<file path="src/rtl/alarm_pkg.sv">
// Shared state encoding and sizing helpers for the alarm controller.
// The numeric state values are externally visible on the state port.
package alarm_pkg;

    typedef enum logic [1:0] {
        StIdle    = 2'd0,
        StRing    = 2'd1,
        StSnooze  = 2'd2,
        StLockout = 2'd3
    } alarm_state_e;

    function automatic int unsigned max_u(input int unsigned a, input int unsigned b);
        return (a > b) ? a : b;
    endfunction

endpackage

</file>
<file path="src/rtl/ct_mod_N.sv">
// Modulo-N up counter with synchronous reset, synchronous clear and count enable.
module ct_mod_N #(
    parameter int unsigned N = 10,
    parameter int unsigned W = (N > 1) ? $clog2(N) : 1
) (
    input  logic         clk,
    input  logic         rst,
    input  logic         clr,
    input  logic         en,
    output logic [W-1:0] ct_out
);

    logic [W-1:0] ct_q;

    always_ff @(posedge clk) begin
        if (rst || clr) begin
            ct_q <= '0;
        end else if (en) begin
            ct_q <= (ct_q == W'(N - 1)) ? '0 : ct_q + W'(1);
        end
    end

    assign ct_out = ct_q;

endmodule

</file>
<file path="src/rtl/alarm_ctrl.sv">
// Alarm clock controller: match detection, ring/snooze/lockout sequencing and buzzer.
// Timer is a ct_mod_N instance whose clear is driven by the state machine.
module alarm_ctrl
    import alarm_pkg::*;
#(
    parameter int unsigned RING_SEC   = 120,
    parameter int unsigned SNOOZE_SEC = 540,
    parameter int unsigned MAX_SNOOZE = 3,
    parameter logic [6:0]  DAY_MASK   = 7'b0111110
) (
    input  logic       clk,
    input  logic       rst,
    input  logic [6:0] tsec,
    input  logic [6:0] tmin,
    input  logic [6:0] thrs,
    input  logic [6:0] day,
    input  logic [6:0] amin,
    input  logic [6:0] ahrs,
    input  logic       alarmon,
    input  logic       snooze,
    input  logic       dismiss,
    output logic       buzz,
    output logic [1:0] state,
    output logic [1:0] snz_cnt
);

    // One extra count of headroom: the FSM always leaves at max-1, so the counter never wraps.
    localparam int unsigned TmrMax = max_u(RING_SEC, SNOOZE_SEC);
    localparam int unsigned TmrN   = TmrMax + 1;
    localparam int unsigned TmrW   = $clog2(TmrN);

    alarm_state_e state_q, state_d;
    logic [1:0]   snz_q, snz_d;
    logic [TmrW-1:0] tmr;
    logic         tmr_clr;
    logic         day_armed;
    logic         match;
    logic         same_minute;

    assign day_armed   = (day < 7'd7) && DAY_MASK[day[2:0]];
    assign same_minute = (tmin == amin) && (thrs == ahrs);
    assign match       = alarmon && (tsec == 7'd0) && same_minute && day_armed;

    ct_mod_N #(
        .N (TmrN),
        .W (TmrW)
    ) u_timer (
        .clk    (clk),
        .rst    (rst),
        .clr    (tmr_clr),
        .en     (1'b1),
        .ct_out (tmr)
    );

    // Timer keeps counting only while the FSM stays in RING or SNOOZE.
    always_comb begin
        state_d = state_q;
        snz_d   = snz_q;
        tmr_clr = 1'b1;
        if (!alarmon) begin
            state_d = StIdle;
            snz_d   = 2'd0;
        end else begin
            unique case (state_q)
                StIdle: begin
                    snz_d = 2'd0;
                    if (match) begin
                        state_d = StRing;
                    end
                end
                StRing: begin
                    if (dismiss) begin
                        state_d = StLockout;
                    end else if (snooze && (snz_q < 2'(MAX_SNOOZE))) begin
                        state_d = StSnooze;
                        snz_d   = snz_q + 2'd1;
                    end else if (tmr == TmrW'(RING_SEC - 1)) begin
                        state_d = StLockout;
                    end else begin
                        tmr_clr = 1'b0;
                    end
                end
                StSnooze: begin
                    if (dismiss) begin
                        state_d = StLockout;
                    end else if (tmr == TmrW'(SNOOZE_SEC - 1)) begin
                        state_d = StRing;
                    end else begin
                        tmr_clr = 1'b0;
                    end
                end
                StLockout: begin
                    if (!same_minute) begin
                        state_d = StIdle;
                        snz_d   = 2'd0;
                    end
                end
                default: begin
                    state_d = StIdle;
                    snz_d   = 2'd0;
                end
            endcase
        end
    end

    always_ff @(posedge clk) begin
        if (rst) begin
            state_q <= StIdle;
            snz_q   <= 2'd0;
        end else begin
            state_q <= state_d;
            snz_q   <= snz_d;
        end
    end

    assign buzz    = (state_q == StRing);
    assign state   = state_q;
    assign snz_cnt = snz_q;

endmodule
</file>
<file path="config.mk">
export PLATFORM = sky130hd
export DESIGN_NAME = alarm_ctrl
export DESIGN_NICKNAME = d
export VERILOG_FILES = /design/src/rtl/alarm_pkg.sv /design/src/rtl/ct_mod_N.sv /design/src/rtl/alarm_ctrl.sv
export SDC_FILE = /design/constraint.sdc
export NUM_CORES = 1
export LEC_CHECK = 0
export ABC_AREA = 0
export BUFFER_PORTS_ARGS = -buffer_cell sky130_fd_sc_hd__buf_2
export CAP_MARGIN = 30
export CORE_MARGIN = 4
export CORE_UTILIZATION = 35
export DETAILED_ROUTE_END_ITERATION = 8
export PLACE_DENSITY = 0.76
export RECOVER_POWER = 25
export SLEW_MARGIN = 20
export SYNTH_ARGS = -nofsm -noshare
export SYNTH_HDL_FRONTEND = slang
export SYNTH_SLANG_ARGS = --single-unit
</file>
<file path="constraint.sdc">
create_clock -name clk -period 3.29 [get_ports clk]
set_input_delay 0.4935 -clock clk [delete_from_list [all_inputs] [get_ports clk]]
set_output_delay 0.4935 -clock clk [all_outputs]
set_load 0.01 [all_outputs]
</file>
# ---- Word level (Yosys, flattened, before mapping)
# Memory sizes are Yosys's and may differ from the RTL's.
# Cells that the tools add are included.
dict set report classes {
  n_addsub 2
  mul 0
  n_div 0
  n_lt_le_gt_ge 3
  eq_ne 14
  shifts 0
  muxes 19
  bitwise 1
  reduce_logical 14
}
# cell count
set op_table {}
lappend op_table {{equality test 10 bit (second input constant)} 2}
lappend op_table {{2-to-1 mux 2 bit} 9}
lappend op_table {{equality test 7 bit} 2}
lappend op_table {{adder 10 x 1 -> 10 bit (second input constant)} 1}
lappend op_table {{equality test 10 x 7 -> 1 bit (second input constant)} 1}
lappend op_table {{case mux 2 bit (4 select lines)} 1}
lappend op_table {{AND reduction 4 bit} 2}
lappend op_table {{logical NOT 7 bit} 1}
lappend op_table {{less-than comparator 7 x 3 -> 1 bit (second input constant)} 1}
lappend op_table {{2-to-1 mux 1 bit} 7}
lappend op_table {{logical AND 1 bit} 6}
lappend op_table {{!= test 2 bit (second input constant)} 3}
lappend op_table {{case mux 2 bit (3 select lines)} 1}
lappend op_table {{equality test 2 bit (second input constant)} 2}
lappend op_table {{less-than comparator 3 x 4 -> 1 bit (second input constant)} 1}
lappend op_table {{!= test 4 x 2 -> 1 bit (second input constant)} 1}
lappend op_table {{OR reduction 2 bit} 2}
lappend op_table {{!= test 3 bit (second input constant)} 1}
lappend op_table {{nonzero test 3 bit} 1}
lappend op_table {{adder 2 x 1 -> 2 bit (second input constant)} 1}
lappend op_table {{equality test 2 x 1 -> 1 bit (second input constant)} 1}
lappend op_table {{logical NOT 2 bit} 1}
lappend op_table {{less-than comparator 2 bit (second input constant)} 1}
lappend op_table {{!= test 2 x 1 -> 1 bit (second input constant)} 1}
lappend op_table {{3 further kinds} 3}
dict set report totals {
  reg_bits 14
  latch_bits 0
  ram_bits 0
  mem_bits_ro 8
  in_bits 47
  out_inout_bits 5
  wordCells 57
  memories 1
}
# memory words width read_ports rd_ports_with_merged_regs wr line
set memory_table {}
lappend memory_table {{(no name shown)} 8 1 1 0 0 alarm_ctrl.sv:40} ;# assign day_armed = (day < 7'd7) && DAY_MASK[day[2:0]];

# ---- Logic depth before layout (Yosys ltp)
dict set report logic_depth {
  depth_word 8
  ltp_mapped 7
  depth_no_buf 7
}

# ---- Hierarchy
# From an unflattened synthesis, not the netlist that was laid out.
dict set report unflattened {
  cells_unflattened 128
  area_unflattened_um2 1077.3
}
# module instances cells_per_inst area_per_inst_um2 seq_area_each_um2
set by_module_without_submodules {}
lappend by_module_without_submodules {alarm_ctrl 1 74 586.8 80.1}
lappend by_module_without_submodules {ct_mod_N 1 54 490.5 200.2}

# ---- Least setup slack after synthesis
# Ideal clock, no wire load.
dict set report synth_path {
  path_type {in2reg}
  start {input ahrs[2]}
  end {register state_q[1], in the netlist state[1]}
  setup_ns 0.115
  arrival_time_ns 1.750
  required_ns 3.175
  path_slack_ns 1.425
  stages 6
  n_path_buf 0
  cell_sequence {xor2_1 nor4_2 nand4_1 o21a_1 o311ai_0 a21bo_2}
}
dict set report synth_via {
  elab_chain_len 6
  word_cells_on_any_way 7
  classes_between {eq/ne (3); reduce/logical (4)}
}
# item line
set synth_lines {}
lappend synth_lines {{from (decl)} alarm_ctrl.sv:18} ;# input logic [6:0] ahrs,
lappend synth_lines {{equality test 7 bit *} alarm_ctrl.sv:41} ;# assign same_minute = (tmin == amin) && (thrs == ahrs);
lappend synth_lines {{logical AND 1 bit *} alarm_ctrl.sv:41}
lappend synth_lines {{logical AND 1 bit (2 in series)} alarm_ctrl.sv:42} ;# assign match = alarmon && (tsec == 7'd0) && same_minute && day_armed;
lappend synth_lines {{!= test 2 bit (no line)} -}
lappend synth_lines {{AND reduction 4 bit (no line) *} -}
lappend synth_lines {{to (signal assigned)} alarm_ctrl.sv:108} ;# state_q <= StIdle;
lappend synth_lines {{to (signal assigned)} alarm_ctrl.sv:111} ;# state_q <= state_d;
lappend synth_lines {{to (decl)} alarm_ctrl.sv:32} ;# alarm_state_e state_q, state_d;
# Every way passes the cells marked *; elsewhere a longest branch is shown, timed or not.
# A chain may end at the register's enable or synchronous reset.

# ---- Worst setup path in the final report
dict set report layout_path {
  start {register u_timer.ct_q[0], in the netlist u_timer.ct_out[0]}
  end {register state_q[1], in the netlist state[1]}
}
dict set report layout_via {
  elab_chain_len 3
  word_cells_on_any_way 5
  classes_between {eq/ne (4); reduce/logical (1)}
}
# item line
set layout_lines {}
lappend layout_lines {{from (decl)} ct_mod_N.sv:13} ;# logic [W-1:0] ct_q;
lappend layout_lines {{from (signal assigned)} ct_mod_N.sv:19} ;# ct_q <= (ct_q == W'(N - 1)) ? '0 : ct_q + W'(1);
lappend layout_lines {{equality test 10 x 7 -> 1 bit or equality test 10 bit (tied branches)} {alarm_ctrl.sv:77, alarm_ctrl.sv:86}}
lappend layout_lines {{!= test 4 x 2 -> 1 bit (no line) or != test 3 bit (tied branches)} -}
lappend layout_lines {{AND reduction 4 bit (no line) *} -}
# Marked as above.

==> run summary <==
status - completed
met1 Usage GRT - 13.1%
GP Congestion - 0.723
die extent in x - 62.1 um
count of cell types in the netlist - 34
worst skew pair latency - 0.28 ns
Worst Setup End Kind - flip-flop
Initial Util - 36.8%
H-Tree Depth - 1
initial antenna violation count - 0
DRC Markers - 0
Fin. Hold Viols - 0
startpoint types - flip-flop
final setup violating endpoints - 0
vias in the first global route - 1002
Synth area leaders - dfxtp_1 27%, xor2_1 16%, ha_1 9.8%, nor2_1 6.6%, nand2_1 3.7%
Yosys reg bits - 14
area of the die - 0.00386 mm^2
Clock Path Buffers - 2
Design Power - 0.347 mW
Max FO, Critical Path - 5
fraction of layout cells with a size suffix above 1 - 32.4%
first-pass GRT wire length - 4.06 mm
HP Class - reg -> reg
DR vias/cell - 4.96
grt total ovfl - 0
Max Freq - 518 MHz
GR peak layer - met2
WL per Instance - 11.3 um
multi-input logic area - 714 um^2
final WL - 2.34 mm
Core Area - 0.00278 mm^2
Nets - 232
Worst EP required - 3.48 ns
sequential fraction of the synthesis area - 27.4%
GR met2 Demand/Resource - 22.7%
post-CTS resize count - 0
Final period util - 58.7%
leakage - 0.574 nW
port buffer count - 51
Final TNS setup - 0 ns
Layout area overhead - 31.0%
die height - 62.1 um
Clock Tree Root - clkbuf_4
Fillers - 274
Register Area - 280 um^2
Num CTS Buffers - 3
max_slew headroom - 48.6%
CTS Sinks - 14
Final min period - 1.93 ns
# diodes - 0
IO Pins - 52
total track usage - 12.3%
GR Util met3 - 5.41%
Final ANT Viol Nets - 0
Slew Limit Fails - 0
WP data arrival - 2.12 ns
clock transition at the registers of the reported paths - 0.09 ns
CP Class - reg -> reg
DR vias - 1027
max cap viols - 0
postcts setup bufs - 0
RSZ-0062 raised after global routing - no
num rows - 19
TritonCTS clock tree - built
clk_skew - 0.00844 ns
maximum number of pins on one net before global-route repair - 11
post-synthesis net count - 177
Synth Cell Area - 0.00102 mm^2
HPWL after DPL - 1.90 mm
cell taking the most area after synthesis - dfxtp_1
PwrDens - 259 mW/mm^2
DR iter-0 viols - 13
top-area cell type share of the netlist area - 27.4%
worst-margin pin slew - 0.771 ns
Peak VDD IR - 0.000287 V
Avg Cell Area, Syn - 8.40 um^2
Synth Warn # - 0
Post-Synthesis Cells - 122
drt first pass iters - 4
hold buffer count at CTS - 0
-- report_power, final --
group | internal, mW | switching (mW) | total, mW
registers | 0.169 | 0.000000000598 | 0.169
logic | 0.0305 | 0.0229 | 0.0534
clock network | 0.0674 | 0.0573 | 0.125
-- flip-flops by register name, summed over array words and instances (netlist names) --
name,count
snz_cnt,2
state,2
u_timer.ct_out,10
-- layout by cell type (no fill, tap or decap) --
cell type and n:
a21oi_1 4, o21a_1 1, nor3_1 3, inv_1 6, ha_1 8, and4bb_2 1, xor2_1 19, nand2_1 10
a21boi_0 1, nand4_1 5, o311ai_0 1, a21bo_2 1, nand4b_1 2, a22oi_1 1, o31ai_1 1, o21ai_1 1
clkbuf_1 4, nor4b_1 1, a31oi_1 1, and2_1 1, o221ai_1 1, nor4_2 3, nor2b_1 2, buf_2 47
xnor2_1 3, a211oi_1 1, nand3_1 2, clkbuf_8 1, and4bb_1 1, clkbuf_4 3, nor4_1 2, or4_1 1
nor3b_1 2, nor2_1 18, or2b_2 1, and3_1 2, dfxtp_1 14
-- critical path, cell delays in order (launching register included) --
cell      delay, ns
dfxtp_1        0.38
ha_1           0.27
and4bb_1       0.21
a31oi_1        0.10
a22oi_1        0.20
o21ai_1        0.11
o311ai_0       0.33
a21bo_2        0.26
-- cell usage after synthesis --
| master | count |
|---|---|
| xor2_1 | 19 |
| nor2_1 | 18 |
| dfxtp_1 | 14 |
| nand2_1 | 10 |
| ha_1 | 8 |
| inv_1 | 6 |
| nand4_1 | 5 |
| a21oi_1 | 4 |
| nor3_1 | 3 |
| nor4_2 | 3 |
| xnor2_1 | 3 |
| and3_1 | 2 |
| nand3_1 | 2 |
| nand4b_1 | 2 |
| nor2b_1 | 2 |
| nor3b_1 | 2 |
| nor4_1 | 2 |
| a211oi_1 | 1 |
| a21bo_2 | 1 |
| a21boi_0 | 1 |
| a22oi_1 | 1 |
| a31oi_1 | 1 |
| and2_1 | 1 |
| and4bb_1 | 1 |
| and4bb_2 | 1 |
| buf_4 | 1 |
| nor4b_1 | 1 |
| o21a_1 | 1 |
| o21ai_1 | 1 |
| o221ai_1 | 1 |
| o311ai_0 | 1 |
| o31ai_1 | 1 |
| or2b_2 | 1 |
| or4_1 | 1 |
-- routing by layer --
| layer | wire length [um] | up-vias | part of all wire [%] |
|---|---|---|---|
| met5 | 0 | - | 0 |
| li1 | - | 538 | - |
| met2 | 1190 | 36 | 51 |
| met3 | 232 | 0 | 9.9 |
| met4 | 0 | 0 | 0 |
| met1 | 911 | 453 | 39 |
-- kinds of logic (layout without fill, tap and decap cells) --
family                   Yosys count  after routing  share of synthesized area (%)
AO/OA/AOI/OAI                     14             14                           9.40
XOR/XNOR                          22             22                           18.8
adder cells (fa/ha/maj)            8              8                           9.77
buffers and inverters              7             61                           2.93
flip-flops                        14             14                           27.4
AND/OR/NAND/NOR                   57             57                           31.7
-- final cells by class --
type                       instances  share of cell area [%]
multi-input combinational        101                    53.2
sequential                        14                    20.9
timing repair buffer              51                    18.6
tap                               31                    2.89
clock buffer                       4                    2.70
inverter                           6                    1.68
-- stage by stage --
| stage | setup slack, ns | area (um^2) | std cells | hold WS [ns] | util, % |
|---|---|---|---|---|---|
| floorplan | 1.42 | 1020 | 122 | 0.430 | - |
| CTS | 1.32 | 1350 | 207 | 0.479 | 48.4 |
| finish | 1.36 | 1340 | 207 | 0.471 | 48.3 |
| global placement | 1.21 | 1310 | 203 | 0.451 | 47.1 |
| detailed placement | 1.10 | 1310 | 203 | 0.459 | 47.1 |
| global route | 1.07 | 1340 | 207 | 0.517 | 48.3 |
-- worst paths after layout --
check               startpoint                 to  slack [ns]  cells past startpoint
max          u_timer.ct_out[0]           state[1]        1.36                      7
min reg2reg  u_timer.ct_out[0]  u_timer.ct_out[0]        0.47                      1
min          u_timer.ct_out[0]  u_timer.ct_out[0]        0.47                      1
max reg2reg  u_timer.ct_out[0]           state[1]        1.36                      7
(Power assumes the default switching activity.)
